**config.mk**
```make
export PLATFORM = sky130hd
export DESIGN_NAME = tl_rr_grant_arbiter
export DESIGN_NICKNAME = d
export VERILOG_FILES = /design/src/rtl/tl_rr_grant_arbiter.sv
export SDC_FILE = /design/constraint.sdc
export NUM_CORES = 1
export LEC_CHECK = 0
export CAP_MARGIN = 5
export CORE_AREA = 2 2 39 41
export CTS_CLUSTER_SIZE = 10
export DETAILED_ROUTE_END_ITERATION = 7
export DIE_AREA = 0 0 41 43
export PLACE_DENSITY = 0.68
export SYNTH_ARGS = -nofsm -noshare
export SYNTH_HDL_FRONTEND = slang
export SYNTH_SLANG_ARGS = --single-unit
export TNS_END_PERCENT = 5
```
**constraint.sdc**
```tcl
create_clock -name clock -period 5.28 [get_ports clock]
set_input_delay 0.528 -clock clock [delete_from_list [all_inputs] [get_ports clock]]
set_output_delay 0.528 -clock clock [all_outputs]
set_load 0.01 [all_outputs]
```
**src/rtl/tl_rr_grant_arbiter.sv**
```systemverilog
// tl_rr_grant_arbiter: N-way round-robin arbiter with valid/ready handshake.
// Drives a one-hot grant (all-zero when idle or in reset) and a binary index.
// Optional burst locking is compiled in with `define TL_RR_ARB_BURST_LOCK_EN;
// without it, in_last is ignored and every accepted beat re-arbitrates.
module tl_rr_grant_arbiter #(
  parameter int unsigned N    = 3,
  parameter int unsigned IDXW = 2
) (
  input  logic            clock,
  input  logic            reset_n,
  input  logic [N-1:0]    in_valid,
  input  logic [N-1:0]    in_last,
  output logic [N-1:0]    in_ready,
  output logic            out_valid,
  input  logic            out_ready,
  output logic [N-1:0]    out_grant,
  output logic [IDXW-1:0] out_idx,
  output logic            out_locked
);

  logic [IDXW-1:0] ptr;
  logic [IDXW-1:0] ptr_d;
  logic [IDXW-1:0] cand;
  logic [IDXW-1:0] scan_idx;
  logic            scan_hit;
  logic [IDXW-1:0] g;
  logic            sel_valid;
  logic [IDXW-1:0] ptr_inc;
  logic            fire;

`ifdef TL_RR_ARB_BURST_LOCK_EN
  logic            lock_q;
  logic            lock_d;
  logic [IDXW-1:0] owner_q;
  logic [IDXW-1:0] owner_d;
`else
  logic            unused_last;
  assign unused_last = ^in_last;
`endif

  // Round-robin scan: first valid requester starting at ptr, wrapping mod N.
  always_comb begin
    scan_idx = '0;
    scan_hit = 1'b0;
    cand     = '0;
    for (int unsigned k = 0; k < N; k++) begin
      cand = IDXW'((32'(ptr) + k) % N);
      if (!scan_hit && in_valid[cand]) begin
        scan_hit = 1'b1;
        scan_idx = cand;
      end
    end
  end

  // Grant selection: a held lock pins the grant to its owner, bubbles included.
  always_comb begin
    g         = scan_idx;
    sel_valid = scan_hit;
`ifdef TL_RR_ARB_BURST_LOCK_EN
    if (lock_q) begin
      g         = owner_q;
      sel_valid = in_valid[owner_q];
    end
`endif
  end

  // Downstream-facing outputs, forced to an all-zero grant while in reset.
  always_comb begin
    out_valid = 1'b0;
    out_grant = '0;
    out_idx   = '0;
    in_ready  = '0;
    if (reset_n && sel_valid) begin
      out_valid = 1'b1;
      out_grant = N'(1) << g;
      out_idx   = g;
      in_ready  = {N{out_ready}} & out_grant;
    end
  end

  assign fire    = out_valid & out_ready;
  assign ptr_inc = (32'(g) == N - 32'd1) ? '0 : g + IDXW'(1);

  // Next-state: advance ptr past the winner when a burst (or single beat) ends.
  always_comb begin
    ptr_d = ptr;
`ifdef TL_RR_ARB_BURST_LOCK_EN
    lock_d  = lock_q;
    owner_d = owner_q;
    if (fire) begin
      if (in_last[g]) begin
        lock_d = 1'b0;
        ptr_d  = ptr_inc;
      end else begin
        lock_d  = 1'b1;
        owner_d = g;
      end
    end
`else
    if (fire) begin
      ptr_d = ptr_inc;
    end
`endif
  end

  // State registers with synchronous active-low reset.
  always_ff @(posedge clock) begin
    if (!reset_n) begin
      ptr <= '0;
`ifdef TL_RR_ARB_BURST_LOCK_EN
      lock_q  <= 1'b0;
      owner_q <= '0;
`endif
    end else begin
      ptr <= ptr_d;
`ifdef TL_RR_ARB_BURST_LOCK_EN
      lock_q  <= lock_d;
      owner_q <= owner_d;
`endif
    end
  end

`ifdef TL_RR_ARB_BURST_LOCK_EN
  assign out_locked = lock_q;
`else
  assign out_locked = 1'b0;
`endif

endmodule

```
==> results of run 1 <==
-- layout make-up --
type                            count  area [um^2]
Clock buffer                        3        22.52
Fill cell                         148        837.1
Multi-Input combinational cell     44        309.0
Sequential cell                     2        40.04
Inverter                            4        15.01
Timing Repair Buffer               14        140.1
Tap cell                           16        20.02
-- cells in the mapped netlist (2+ instances only) --
cell,count,area [um^2]
sky130_fd_sc_hd__dfxtp_1,2,40.04
sky130_fd_sc_hd__inv_1,3,11.26
sky130_fd_sc_hd__nand2_1,5,18.77
sky130_fd_sc_hd__nand2b_1,2,12.51
sky130_fd_sc_hd__nor2b_1,2,12.51
sky130_fd_sc_hd__nor2_1,5,18.77
sky130_fd_sc_hd__o21ai_1,3,15.01
sky130_fd_sc_hd__ha_1,3,37.54
sky130_fd_sc_hd__nor3_1,4,20.02
-- worst max path at each step --
stage | end | start | depth (start not counted)
3_3_place_gp | out_grant[1] | in_valid[2] | 7
3_5_place_dp | out_grant[1] | in_valid[2] | 7
4_1_cts | out_grant[1] | ptr[0] | 8
6_report | out_grant[1] | ptr[0] | 8
5_1_grt | out_grant[1] | ptr[0] | 8
2_1_floorplan | out_grant[1] | ptr[0] | 7
-- worst min-delay path, delay by kind of cell (launching register included) --
kind / cells / cell delay [ns]
AO/OA/AOI/OAI: 1 / 0.07
flip-flops: 1 / 0.31
AND/OR/NAND/NOR: 1 / 0.06
-- power by group through the flow --
stage	clock, W	combinational [W]	sequential (W)
global route	0.0000373	0.000203	0.0000257
CTS	0.0000361	0.000186	0.0000249
finish	0.0000331	0.000186	0.0000246
detailed placement	0	0.000186	0.0000251
global placement	0	0.000183	0.0000248
floorplan	0	0.000130	0.0000240
-- per-layer routing --
metal / vias to the layer above / track usage
li1: 213 / -
met1: 185 / 0.1118
met2: 2 / 0.1875
met3: 0 / 0.03141
met4: 0 / 0.09333
met5: - / 0
-- kinds of logic after synthesis --
family | Yosys count | synth area share
buf+inv | 5 | 0.06060
mux | 1 | 0.02694
fa+ha+maj | 3 | 0.1010
simple gates | 23 | 0.3232
other cells | 1 | 0.01009
flops | 2 | 0.1077
compound gates | 16 | 0.3704
-- metrics by stage --
step,setup WS [ns],util
after floorplan,2.968,-
after detailed placement,2.136,0.3788
after global routing,1.969,0.3951
after CTS,2.109,0.3951
final,2.144,0.3951
after global placement,2.138,0.3788
==> impl_metrics.prom, run 1 <==
# TYPE chip_impl_metric gauge
chip_impl_metric{name="power_switching_share",unit=""} 0.4735
chip_impl_metric{name="seq_area_frac_synth",unit=""} 0.1077
chip_impl_metric{name="grt_max_degree",unit=""} 8
chip_impl_info{name="clock_tree.root_cell",value="sky130_fd_sc_hd__clkbuf_4"} 1
chip_impl_metric{name="comb_power_share",unit=""} 0.763
chip_impl_metric{name="post_synth_inst_count",unit=""} 51
chip_impl_metric{name="routed-wl-met2",unit="um"} 476
chip_impl_metric{name="wire_length_of_the_first_global_routing_pass",unit="mm"} 1.380
chip_impl_metric{name="tns",unit="ns"} 0
chip_impl_metric{name="drtPass1Iterations",unit=""} 2
chip_impl_metric{name="cts.path.max_buffers",unit=""} 2
chip_impl_metric{name="final_max_slew_viol_count",unit=""} 0
chip_impl_info{name="commonest_non_fill_non_tap_cells_in_the_layout",value="sky130_fd_sc_hd__clkdlybuf4s50_1, sky130_fd_sc_hd__nand2_1, sky130_fd_sc_hd__nor2_1"} 1
chip_impl_metric{name="timing.critical_path.required",unit="ns"} 4.75
chip_impl_info{name="r2r-end",value="ptr[1]"} 1
chip_impl_metric{name="report.final.hold_viol_count",unit=""} 0
chip_impl_metric{name="ctsResizeCount",unit=""} 0
chip_impl_metric{name="p_leak",unit="nW"} 0.2078
chip_impl_metric{name="yosys_warnings",unit=""} 0
chip_impl_metric{name="drt_first_iter_violations",unit=""} 3
chip_impl_metric{name="worst_r2r_path_depth",unit=""} 7
chip_impl_metric{name="drive_gt1_frac",unit=""} 0.1642
chip_impl_metric{name="synth.cell_area",unit="um^2"} 371.6
chip_impl_metric{name="fp.dieW",unit="um"} 41
chip_impl_metric{name="cts.repair_timing.setup_buffer_count",unit=""} 0
chip_impl_metric{name="die_h",unit="um"} 43
chip_impl_metric{name="final.min_clock_period",unit="ns"} 3.136
chip_impl_metric{name="async_flop_share",unit=""} 0
chip_impl_metric{name="synth_edf_count",unit=""} 0
chip_impl_metric{name="grt_overflow_total",unit=""} 0
chip_impl_metric{name="fp-row-count",unit=""} 14
chip_impl_info{name="crit_type",value="register to primary output"} 1
chip_impl_metric{name="vdd_ir_drop_max",unit="uV"} 202.5
chip_impl_info{name="reg2reg_from",value="ptr[0]"} 1
chip_impl_metric{name="net-switching-power",unit="W"} 0.0001153
chip_impl_metric{name="post_dp_cell_area",unit="um^2"} 524.3
chip_impl_metric{name="nets",unit=""} 81
chip_impl_metric{name="setup_viol",unit=""} 0
chip_impl_metric{name="postSynthAreaPerCell",unit="um^2"} 7.286
chip_impl_metric{name="antenna_found_initial",unit=""} 0
chip_impl_info{name="max_flop_register",value="ptr"} 1
chip_impl_metric{name="fmax",unit="MHz"} 318.9
chip_impl_info{name="cpMaxStageDelayCell",value="sky130_fd_sc_hd__clkdlybuf4s50_1"} 1
chip_impl_metric{name="critical_path_data_arrival_time",unit="ns"} 2.61
chip_impl_metric{name="finClkSkew",unit="ns"} 0.0008746
chip_impl_metric{name="postRouteWirelength",unit="um"} 868
chip_impl_metric{name="synthDistinctLibCells",unit=""} 31
chip_impl_metric{name="max_cap_violations",unit=""} 0
chip_impl_metric{name="dpl.hpwl",unit="um"} 715.2
chip_impl_info{name="ys.flop_type",value="sky130_fd_sc_hd__dfxtp_1"} 1
chip_impl_metric{name="grt_usage",unit=""} 0.1152
chip_impl_info{name="min_path_type",value="register to register"} 1
chip_impl_metric{name="final.period_utilization",unit=""} 0.5939
chip_impl_metric{name="postCtsHoldBufs",unit=""} 0
chip_impl_metric{name="drt-wirelength-per-cell",unit="um"} 10.46
chip_impl_metric{name="design_area",unit="um^2"} 546.8
chip_impl_metric{name="clock_tree.htree_level_count",unit=""} 1
chip_impl_metric{name="drt_drc_violations_left",unit=""} 0
chip_impl_metric{name="total_power_divided_by_cell_area",unit="mW/mm^2"} 445.4
chip_impl_metric{name="antenna-diode-count",unit=""} 0
chip_impl_metric{name="routed-wl-met3",unit="um"} 11
chip_impl_metric{name="stdcell_count",unit=""} 83
chip_impl_metric{name="place_inst",unit=""} 80
chip_impl_metric{name="routed_via_density",unit=""} 4.819
chip_impl_info{name="top_signal_layer_used",value="met3"} 1
chip_impl_info{name="largest_registers",value="ptr x2"} 1
chip_impl_info{name="start_kind",value="register"} 1
chip_impl_metric{name="total_number_of_vias",unit=""} 400
chip_impl_metric{name="core_area",unit="mm^2"} 0.001384
chip_impl_metric{name="numPortBuffers",unit=""} 14
chip_impl_info{name="min_to",value="ptr[0]"} 1
chip_impl_metric{name="power_frac_clock",unit=""} 0.136
chip_impl_info{name="setup_repair_after_global_routing_missed_its_margin",value="no"} 1
chip_impl_metric{name="flops_latches_synth",unit=""} 2
chip_impl_metric{name="power.internal",unit="W"} 0.0001282
chip_impl_metric{name="floorplan.io_pins",unit=""} 19
chip_impl_metric{name="antenna_left",unit=""} 0
chip_impl_metric{name="synth.net_count",unit=""} 63
chip_impl_metric{name="numCtsBuffers",unit=""} 3
chip_impl_metric{name="grt_pass1_vias",unit=""} 402
chip_impl_metric{name="die-area",unit="mm^2"} 0.001763
chip_impl_info{name="run_status",value="finished clean"} 1
chip_impl_info{name="cp_cell_sequence",value="inv_1, ha_1, a22o_1, a211oi_2, nor2_2, o21a_1, nor3b_2, clkdlybuf4s50_1"} 1
chip_impl_metric{name="number_of_flip_flops_under_the_largest_register_name",unit=""} 2
chip_impl_metric{name="worstSkewPairLatency",unit="ns"} 0.22
chip_impl_info{name="tritoncts",value="built"} 1
chip_impl_metric{name="report.power.total",unit="W"} 0.0002436
chip_impl_metric{name="floorplan.initialDensity",unit=""} 0.2685
chip_impl_info{name="min_from",value="ptr[0]"} 1
chip_impl_metric{name="critPathMaxFanout",unit=""} 7
chip_impl_info{name="mostFrequentLayoutCell",value="sky130_fd_sc_hd__clkdlybuf4s50_1"} 1
chip_impl_metric{name="slowest_delay",unit="ns"} 0.55
chip_impl_metric{name="power.share.sequential",unit=""} 0.101
chip_impl_metric{name="whs",unit="ns"} 0.5047
chip_impl_metric{name="path_buf_inv",unit=""} 2
chip_impl_info{name="end_kind",value="primary output"} 1
chip_impl_metric{name="r2r_slack",unit="ns"} 3.35
chip_impl_metric{name="worst_hold_path.num_cells",unit=""} 2
chip_impl_metric{name="path_clk_slew",unit="ns"} 0.03
chip_impl_metric{name="wl_met1",unit="um"} 380
chip_impl_metric{name="place_congestion",unit=""} 0.7296
chip_impl_info{name="cpLargestDelayFamily",value="compound AO/OA/AOI/OAI gates"} 1
chip_impl_metric{name="cts_sinks",unit=""} 2
chip_impl_metric{name="area_growth",unit="%"} 47.14
Power figures use the tool's default switching activity.
==> run 2: changes to the inputs <==
--- a/config.mk
+++ b/config.mk
@@ -10,7 +10,7 @@
 export CTS_CLUSTER_SIZE = 10
 export DETAILED_ROUTE_END_ITERATION = 7
 export DIE_AREA = 0 0 41 43
-export PLACE_DENSITY = 0.68
+export PLACE_DENSITY = 0.7
 export SYNTH_ARGS = -nofsm -noshare
 export SYNTH_HDL_FRONTEND = slang
 export SYNTH_SLANG_ARGS = --single-unit
==> constraint.sdc (replaced) <==
create_clock -name clock -period 2.85 [get_ports clock]
set_input_delay 0.285 -clock clock [delete_from_list [all_inputs] [get_ports clock]]
set_output_delay 0.285 -clock clock [all_outputs]
set_load 0.01 [all_outputs]
==> run 2 against run 1 <==
  * Clock power rose by 89%
  * Setup slack got worse by 2.0 ns
  * Critical path type unchanged
  * Routed wire length rose by 3.3%
==> impl_metrics.prom, run 2 (synthesis results as in run 1) <==
# TYPE chip_impl_metric gauge
chip_impl_info{name="largest_registers",value="ptr x2"} 1
chip_impl_info{name="clock_tree.root_cell",value="sky130_fd_sc_hd__clkbuf_4"} 1
chip_impl_metric{name="grt_overflow_total",unit=""} 0
chip_impl_info{name="mostFrequentLayoutCell",value="sky130_fd_sc_hd__clkdlybuf4s50_1"} 1
chip_impl_metric{name="postLayoutCoreUtil",unit=""} 0.4060
chip_impl_metric{name="postLayoutSetupSlackWorst",unit="ns"} 0.1772
chip_impl_info{name="cp_cell_sequence",value="inv_1, ha_4, a22o_1, a211oi_2, nor2_2, o21a_1, nor2_1, clkdlybuf4s50_1"} 1
chip_impl_metric{name="fp-row-count",unit=""} 14
chip_impl_metric{name="postRouteWirelength",unit="um"} 897
chip_impl_metric{name="nFillCells",unit=""} 138
chip_impl_metric{name="area_growth",unit="%"} 51.18
chip_impl_metric{name="cts_sinks",unit=""} 2
chip_impl_metric{name="floorplan.io_pins",unit=""} 19
chip_impl_metric{name="wire_length_of_the_first_global_routing_pass",unit="mm"} 1.359
chip_impl_metric{name="grt_pass1_vias",unit=""} 371
chip_impl_info{name="start_kind",value="register"} 1
chip_impl_metric{name="report.final.hold_viol_count",unit=""} 0
chip_impl_info{name="max_flop_register",value="ptr"} 1
chip_impl_metric{name="critPathMaxFanout",unit=""} 7
chip_impl_metric{name="grt_max_degree",unit=""} 8
chip_impl_metric{name="fp.dieW",unit="um"} 41
chip_impl_metric{name="finClkSkew",unit="ns"} 0.0004317
chip_impl_info{name="run_status",value="finished clean"} 1
chip_impl_info{name="reg2reg_from",value="ptr[0]"} 1
chip_impl_metric{name="clock_tree.htree_level_count",unit=""} 1
chip_impl_info{name="min_from",value="ptr[0]"} 1
chip_impl_metric{name="drive_gt1_frac",unit=""} 0.1791
chip_impl_metric{name="die-area",unit="mm^2"} 0.001763
chip_impl_info{name="crit_type",value="register to primary output"} 1
chip_impl_metric{name="report.power.total",unit="W"} 0.0004730
chip_impl_info{name="setup_repair_after_global_routing_missed_its_margin",value="no"} 1
chip_impl_metric{name="drt_drc_violations_left",unit=""} 0
chip_impl_metric{name="core_area",unit="mm^2"} 0.001384
chip_impl_metric{name="p_leak",unit="nW"} 0.2253
chip_impl_metric{name="nets",unit=""} 81
chip_impl_metric{name="floorplan.initialDensity",unit=""} 0.2685
chip_impl_metric{name="numPortBuffers",unit=""} 14
chip_impl_metric{name="stdcell_count",unit=""} 83
chip_impl_metric{name="routed_via_density",unit=""} 4.952
chip_impl_metric{name="dpl.hpwl",unit="um"} 708.2
chip_impl_metric{name="final.period_utilization",unit=""} 0.9378
chip_impl_metric{name="max_cap_violations",unit=""} 0
chip_impl_metric{name="fmax",unit="MHz"} 374.1
chip_impl_info{name="min_to",value="ptr[0]"} 1
chip_impl_info{name="cpMaxStageDelayCell",value="sky130_fd_sc_hd__clkdlybuf4s50_1"} 1
chip_impl_info{name="end_kind",value="primary output"} 1
chip_impl_metric{name="total_power_divided_by_cell_area",unit="mW/mm^2"} 841.9
chip_impl_metric{name="worstSkewPairLatency",unit="ns"} 0.22
chip_impl_metric{name="setup_viol",unit=""} 0
chip_impl_info{name="r2r-end",value="ptr[1]"} 1
chip_impl_metric{name="grt_usage",unit=""} 0.1161
chip_impl_metric{name="tns",unit="ns"} 0
chip_impl_metric{name="cts.path.max_buffers",unit=""} 2
chip_impl_info{name="tritoncts",value="built"} 1
chip_impl_metric{name="final_max_slew_viol_count",unit=""} 0
chip_impl_metric{name="die_h",unit="um"} 43
chip_impl_metric{name="number_of_flip_flops_under_the_largest_register_name",unit=""} 2
chip_impl_metric{name="dp_slack",unit="ns"} 0.1465
chip_impl_info{name="commonest_non_fill_non_tap_cells_in_the_layout",value="sky130_fd_sc_hd__clkdlybuf4s50_1, sky130_fd_sc_hd__nand2_1, sky130_fd_sc_hd__nor2_1"} 1
chip_impl_metric{name="worst_hold_path.num_cells",unit=""} 2
chip_impl_metric{name="numCtsBuffers",unit=""} 3
chip_impl_metric{name="antenna_found_initial",unit=""} 0
chip_impl_metric{name="vdd_ir_drop_max",unit="uV"} 390.8
chip_impl_metric{name="drt-wirelength-per-cell",unit="um"} 10.81
chip_impl_metric{name="final.min_clock_period",unit="ns"} 2.673
chip_impl_metric{name="cts.repair_timing.setup_buffer_count",unit=""} 0
chip_impl_metric{name="antenna-diode-count",unit=""} 0
chip_impl_metric{name="slowest_delay",unit="ns"} 0.54
chip_impl_metric{name="place_congestion",unit=""} 0.7154
chip_impl_metric{name="drt_first_iter_violations",unit=""} 1
chip_impl_metric{name="r2r_slack",unit="ns"} 1.08
chip_impl_metric{name="critical_path_data_arrival_time",unit="ns"} 2.39
chip_impl_metric{name="place_inst",unit=""} 80
chip_impl_metric{name="timing.critical_path.required",unit="ns"} 2.57
chip_impl_metric{name="antenna_left",unit=""} 0
chip_impl_metric{name="total_number_of_vias",unit=""} 411
chip_impl_metric{name="worst_r2r_path_depth",unit=""} 7
chip_impl_metric{name="drtPass1Iterations",unit=""} 4
chip_impl_metric{name="path_clk_slew",unit="ns"} 0.03
chip_impl_info{name="min_path_type",value="register to register"} 1
==> run 2: cell count changes in the layout (fill, tap and decap cells not counted), sizes merged <==
cell and delta:
clkdlybuf4s50 -1, dlymetal6s2s +1
==> run 2: final cells by class <==
cell class / instances / area, um^2 / area share
Multi-Input combinational cell: 44 / 321.6 / 0.5724
Timing Repair Buffer: 14 / 142.6 / 0.2539
Clock buffer: 3 / 22.52 / 0.04009
Inverter: 4 / 15.01 / 0.02673
Tap cell: 16 / 20.02 / 0.03563
Sequential cell: 2 / 40.04 / 0.07127
==> run 2: layer usage <==
layer	share of wire	wire, um	track usage	vias to the layer above
li1	-	-	-	215
met1	0.43	382	0.1242	192
met2	0.56	505	0.1750	4
met3	0.010	9	0.03141	0
met4	0	0	0.1000	0
met5	0	0	0	-
==> run 2: through the flow <==
| step | hold slack [ns] | area [um^2] |
|---|---|---|
| final | 0.5051 | 561.8 |
| after floorplan | 0.4184 | 371.6 |
| after global placement | 0.4931 | 524.3 |
| after detailed placement | 0.5064 | 524.3 |
| after global routing | 0.5289 | 561.8 |
| after CTS | 0.5124 | 549.3 |
==> run 2: critical path, delay by kind of cell, from the launching register on <==
family / cells / cell delay (ns)
buffers and inverters: 2 / 0.64
AO/OA/AOI/OAI: 3 / 0.68
flip-flops: 1 / 0.35
AND/OR/NAND/NOR: 2 / 0.22
adder cells (fa/ha/maj): 1 / 0.28
==> run 2: how the worst max path moves through the flow <==
stage / start / cells past startpoint / slack (ns) / end
5_1_grt: ptr[0] / 8 / 0.04 / out_grant[2]
4_1_cts: ptr[0] / 8 / 0.008 / out_grant[1]
2_1_floorplan: ptr[0] / 7 / 0.78 / out_grant[1]
3_5_place_dp: ptr[0] / 8 / 0.15 / out_grant[1]
3_3_place_gp: in_valid[2] / 7 / 0.20 / out_grant[1]
6_report: ptr[0] / 8 / 0.18 / in_ready[1]
==> run 2: power by group <==
part | switching [W] | leakage, nW | internal, W | total, W
clock network | 0.0000160 | 0.0138 | 0.0000465 | 0.0000624
registers | 0.00000959 | 0.0166 | 0.0000383 | 0.0000479
logic | 0.000195 | 0.195 | 0.000168 | 0.000363
total | 0.000220 | 0.225 | 0.000252 | 0.000473
==> run 2: what timing repair did <==
action,CTS,global route
pin swaps,1,1
resized for setup,1,2
hold buffers,0,0
gates cloned,0,0
endpoints found under the setup margin,7,7
==> variant 1: new RTL, config.mk and constraints of run 2 <==
Add a define of `TL_RR_ARB_BURST_LOCK_EN`.
--- a/src/rtl/tl_rr_grant_arbiter.sv
+++ b/src/rtl/tl_rr_grant_arbiter.sv
@@ -2,6 +2,8 @@
 // Drives a one-hot grant (all-zero when idle or in reset) and a binary index.
 // Optional burst locking is compiled in with `define TL_RR_ARB_BURST_LOCK_EN;
 // without it, in_last is ignored and every accepted beat re-arbitrates.
+`define TL_RR_ARB_BURST_LOCK_EN
+
 module tl_rr_grant_arbiter #(
   parameter int unsigned N    = 3,
   parameter int unsigned IDXW = 2
Formal check against the unedited RTL: not equivalent (a bounded check fails within 4 cycles, from zero or initial values and one cycle with reset_n low).
==> variant 1 against run 2 <==
  * Design area increased by 90%
  * Sequential share of layout area increased by 2.7 points
  * Synthesized cell count increased by 82%
  * Total power increased by 28%
  * Routed wire length increased by 120%
  * Worst setup slack got worse by 0.066 ns
  * Sequential cell count increased by 3
  * Fmax decreased by 2.4%
  * Area after synthesis increased by 100%
  * Critical path type unchanged
==> variant 1: results (changes against run 2) <==
DR vias/cell=6.059 (+22%); Nets=133 (+64%); Seq/Total Area, Yosys=13.42% (+2.6 points); first-pass GRT wire length=3249 microns (+140%); gpl congestion=0.7948 (+11%); layout cells sized above 1=29.41% (+12 points); CP Data Arrival Time=2.45 ns (+0.06 ns); ys async rst share=0% (unchanged); top cells by count, synth=8 x nand2_1, 7 x nor2_1, 6 x inv_1; Multi-input comb cells=76 (+73%); vias in the first global route=798 (+120%); reg2reg path depth=9 (+2); Fillers=110 (-20%); HPWL after DPL=1500 microns (+110%); Cell variety after synth=39 (+26%); status=finished clean; Syn Nets=106 (+68%); CP top delay family=buffers and inverters; largest net degree at the start of global routing=11 (+3); Clock buffer cells=4 (+1); peak supply drop=0.4535 mV (+16%); DRT iter0 DRCs=23 (+22); max-slew violation count=0 (unchanged); H-tree depth=1 (unchanged); Clock Tree Root=clkbuf_4; Clock-cell share=2.462% (-1.5 points); clk_lat worst skew=0.26 ns (+0.04 ns); I/O Buffers=18 (+4); class of the worst hold path=flop to flop; Worst Skew=0.009104 ns (+0.008672 ns); Storage cell area=105.1 sq um (+160%); drt pass-1 iters=4 (unchanged); worst-margin pin slew=0.3331 ns; average wire per standard cell=14.95 microns (+38%); NonClk Buf Share=24.03% (-1.4 points); area of the multi-input gates=636.9 sq um (+98%); sequential cell count=5 (+3); Area contributors post-synth=dfxtp_1 13%, ha_1 6.7%, mux2i_1 6.7%, buf_6 4.5%, nor2b_1 4.2%; GRT Total Usage=27.31% (+16 points); crit path max fanout=9 (+2); inverter count=6 (+2); buffers outside the clock class=28 (+14); CTS clk-pin slew, worst paths=0.05 ns (+0.02 ns); Lkg Pwr=0.4456 nW (+98%)
-- variant 1: path summary, 6_finish.rpt --
kind	slack [ns]	startpoint	endpoint
setup / recovery	0.11	ptr[1]	in_ready[2]
hold / removal	0.52	ptr[1]	ptr[1]
setup reg to reg	0.62	ptr[0]	ptr[0]
hold reg to reg	0.52	ptr[1]	ptr[1]
-- variant 1: cells by family after synthesis --
kind of cell / synth area share (%)
AOI/OAI and AO/OA: 29.70
buffers and inverters: 9.563
and+or+nand+nor: 30.88
adders and majority gates: 6.712
DFF: 13.42
muxes: 9.732
-- variant 1: stage by stage --
stage               setup slack [ns]  power (mW)  instance area [sq um]  std cells
finish                        0.1114      0.6036                   1067        135
global route                0.003176      0.6421                   1067        135
CTS                         0.005360      0.5964                   1050        135
detailed placement          -0.01895      0.4802                  972.2        131
global placement           -0.009160      0.4751                  972.2        131
floorplan                     0.6345      0.3538                  745.7         93
-- variant 1: timing repair --
action | CTS | global route
pin swaps | 0 | 2
endpoints found under the setup margin | 9 | 5
gates cloned | 0 | 0
gates resized for setup | 14 | 5
-- variant 1: where the power goes --
group / switching [mW] / internal, mW / total (mW) / leakage [nW]
combinational: 0.205 / 0.209 / 0.414 / 0.389
sequential: 0.0176 / 0.0831 / 0.101 / 0.0419
clock: 0.0353 / 0.0533 / 0.0886 / 0.0150
total: 0.258 / 0.346 / 0.604 / 0.446
-- variant 1: routing by layer --
| layer | vias to the layer above | GRT usage (%) | wire length, microns |
|---|---|---|---|
| li1 | 391 | - | - |
| met1 | 384 | 28.62 | 823 |
| met2 | 36 | 45.31 | 1042 |
| met3 | 7 | 6.806 | 104 |
| met4 | 0 | 16.67 | 47 |
| met5 | - | 0 | 0 |
==> variant 2: new RTL, settings of run 2 <==
Made on the original files. Reset style: asynchronous (`reset_n`), changed in one clocked block. Comments in the files are not updated.
--- a/src/rtl/tl_rr_grant_arbiter.sv
+++ b/src/rtl/tl_rr_grant_arbiter.sv
@@ -104,7 +104,7 @@
   end
 
   // State registers with synchronous active-low reset.
-  always_ff @(posedge clock) begin
+  always_ff @(posedge clock or negedge reset_n) begin
     if (!reset_n) begin
       ptr <= '0;
 `ifdef TL_RR_ARB_BURST_LOCK_EN
Function: no difference found for any inputs over 10 cycles, from zero or initial values and one cycle with reset_n low; that may be too few to reach the edited logic, so the function may still have changed.
==> variant 2 against run 2 <==
  * Worst setup slack better by 0.0024 ns
  * Core utilization up 2.0 points
  * Area after synthesis up 11%
  * Total power up 43%
  * Sequential cell count unchanged
  * Routed wire length up 2.8%
  * Design area up 4.9%
  * Final cell count down 1.2%
  * Critical path type unchanged
  * Clock skew about the same
  * Largest power group unchanged
==> variant 2: results (changes against run 2) <==
GRT Total Usage=11.63% (+0.023 points); reg2reg path depth=6 (-1); DRT iter0 DRCs=5 (+4); top cells by count, synth=6 x inv_1, 4 x o21ai_0; crit-path max cell delay=0.47 ns (-0.07 ns); crit path max fanout=8 (+1); drt pass-1 iters=4 (unchanged); class of the worst hold path=input port to asynchronous set/reset pin; Post-CTS Setup Bufs=0 (unchanged); Area contributors post-synth=dfrtp_1 12%, ha_1 9.1%, inv_1 5.5%, nor3b_1 5.5%, a211oi_4 4.9%; Syn Nets=63 (unchanged); DP Worst Slack=0.09375 ns (-0.05279 ns); Max Buffers Root-to-Sink=2 (unchanged); Clock Tree Root=clkbuf_4; final WL=922 microns (+2.8%); setup TNS=0 ns (unchanged); Worst Skew=0.00006768 ns (-0.0003640 ns); Cells after DPL=79 (-1.3%); CTS clk-pin slew, worst paths=0.03 ns (about the same); average wire per standard cell=11.24 microns (+4.0%); Nets=80 (-1.2%); Critical-path top delay cell=clkdlybuf4s50_1; layout cells sized above 1=24.24% (+6.3 points); PwrDens=1148 nW/um^2 (+36%); DR vias/cell=5.049 (+2.0%); CP Data Arrival Time=2.39 ns (about the same); r2r setup slk=0.96 ns (-0.12 ns); H-tree depth=1 (unchanged); hold slack final=0.2796 ns (-0.2255 ns); vias in the first global route=350 (-5.7%); Cell variety after synth=31 (unchanged); total CTS buffers=3 (unchanged); gpl congestion=0.7149 (about the same); clk_lat worst skew=0.22 ns (about the same); Seq/Total Area, Yosys=12.16% (+1.4 points); Placed Instance Area=553.0 sq um (+5.5%); first-pass GRT wire length=1414 microns (+4.0%); largest net degree at the start of global routing=9 (+1); peak supply drop=0.6054 mV (+55%); Largest regs=ptr (2); Lkg Pwr=0.2728 nW (+21%); Synth Warn #=0 (unchanged); status=finished clean; HPWL after DPL=702.2 microns (-0.85%); Avg Cell Area, Syn=8.071 sq um (+11%); Reg-to-Reg Start=ptr[1]; # diodes=0 (unchanged); initial antenna violation count=0 (unchanged); ys async rst share=100.0% (+100 points); Main synth FF type=dfrtp_1; I/O Buffers=14 (unchanged); Fillers=151 (+9.4%); reg-to-reg endpoint=ptr[1]
==> variant 2: cell families (layout without fill, tap and decap cells) <==
group,Yosys count,count (layout),share of synthesized area [%]
adder cells (fa/ha/maj),3,3,9.120
AND/OR/NAND/NOR,17,17,24.32
AO/OA/AOI/OAI,16,16,34.65
multiplexers,3,3,7.599
other,1,1,0.9110
buffers and inverters,9,24,11.25
flip-flops,2,2,12.16
==> variant 2: cell type report <==
| class | instances | area share [%] |
|---|---|---|
| Clock buffer | 3 | 3.822 |
| Inverter | 7 | 4.671 |
| Multi-Input combinational cell | 40 | 56.26 |
| Sequential cell | 2 | 8.493 |
| Tap cell | 16 | 3.397 |
| Timing Repair Buffer | 14 | 23.35 |
==> variant 2: how the worst max path moves through the flow <==
stage	start	endpoint	slack (ns)	cells past startpoint
floorplan	ptr[0]	in_ready[0]	0.66	7
global placement	ptr[0]	in_ready[0]	0.08	8
detailed placement	ptr[0]	out_grant[0]	0.09	8
CTS	ptr[0]	in_ready[2]	-0.005	8
global route	ptr[1]	out_grant[1]	0.04	8
finish	ptr[1]	out_grant[1]	0.18	7
==> variant 2: report_power, final <==
part	internal [mW]	switching (mW)	total, mW
combinational	0.268	0.289	0.556
clock	0.0465	0.0165	0.0630
sequential	0.0431	0.0145	0.0576
==> variant 2: repair_timing <==
action	CTS	global route
hold endpoints to repair	0	0
resized for setup	7	3
pin swaps	0	1
setup endpoints to repair	6	6
==> variant 2: routing by layer <==
metal	GRT usage (%)	wire length, microns	part of all wire (%)
met2	17.19	433	47
met3	3.141	40	4.3
met1	14.74	448	49
met5	0	0	0
met4	6.000	0	0
==> variant 2: critical path, delay by kind of cell (launching register included) <==
family / cells / cell delay, ns
fa+ha+maj: 1 / 0.34
flops: 1 / 0.41
buf+inv: 1 / 0.47
compound gates: 2 / 0.54
simple gates: 3 / 0.40
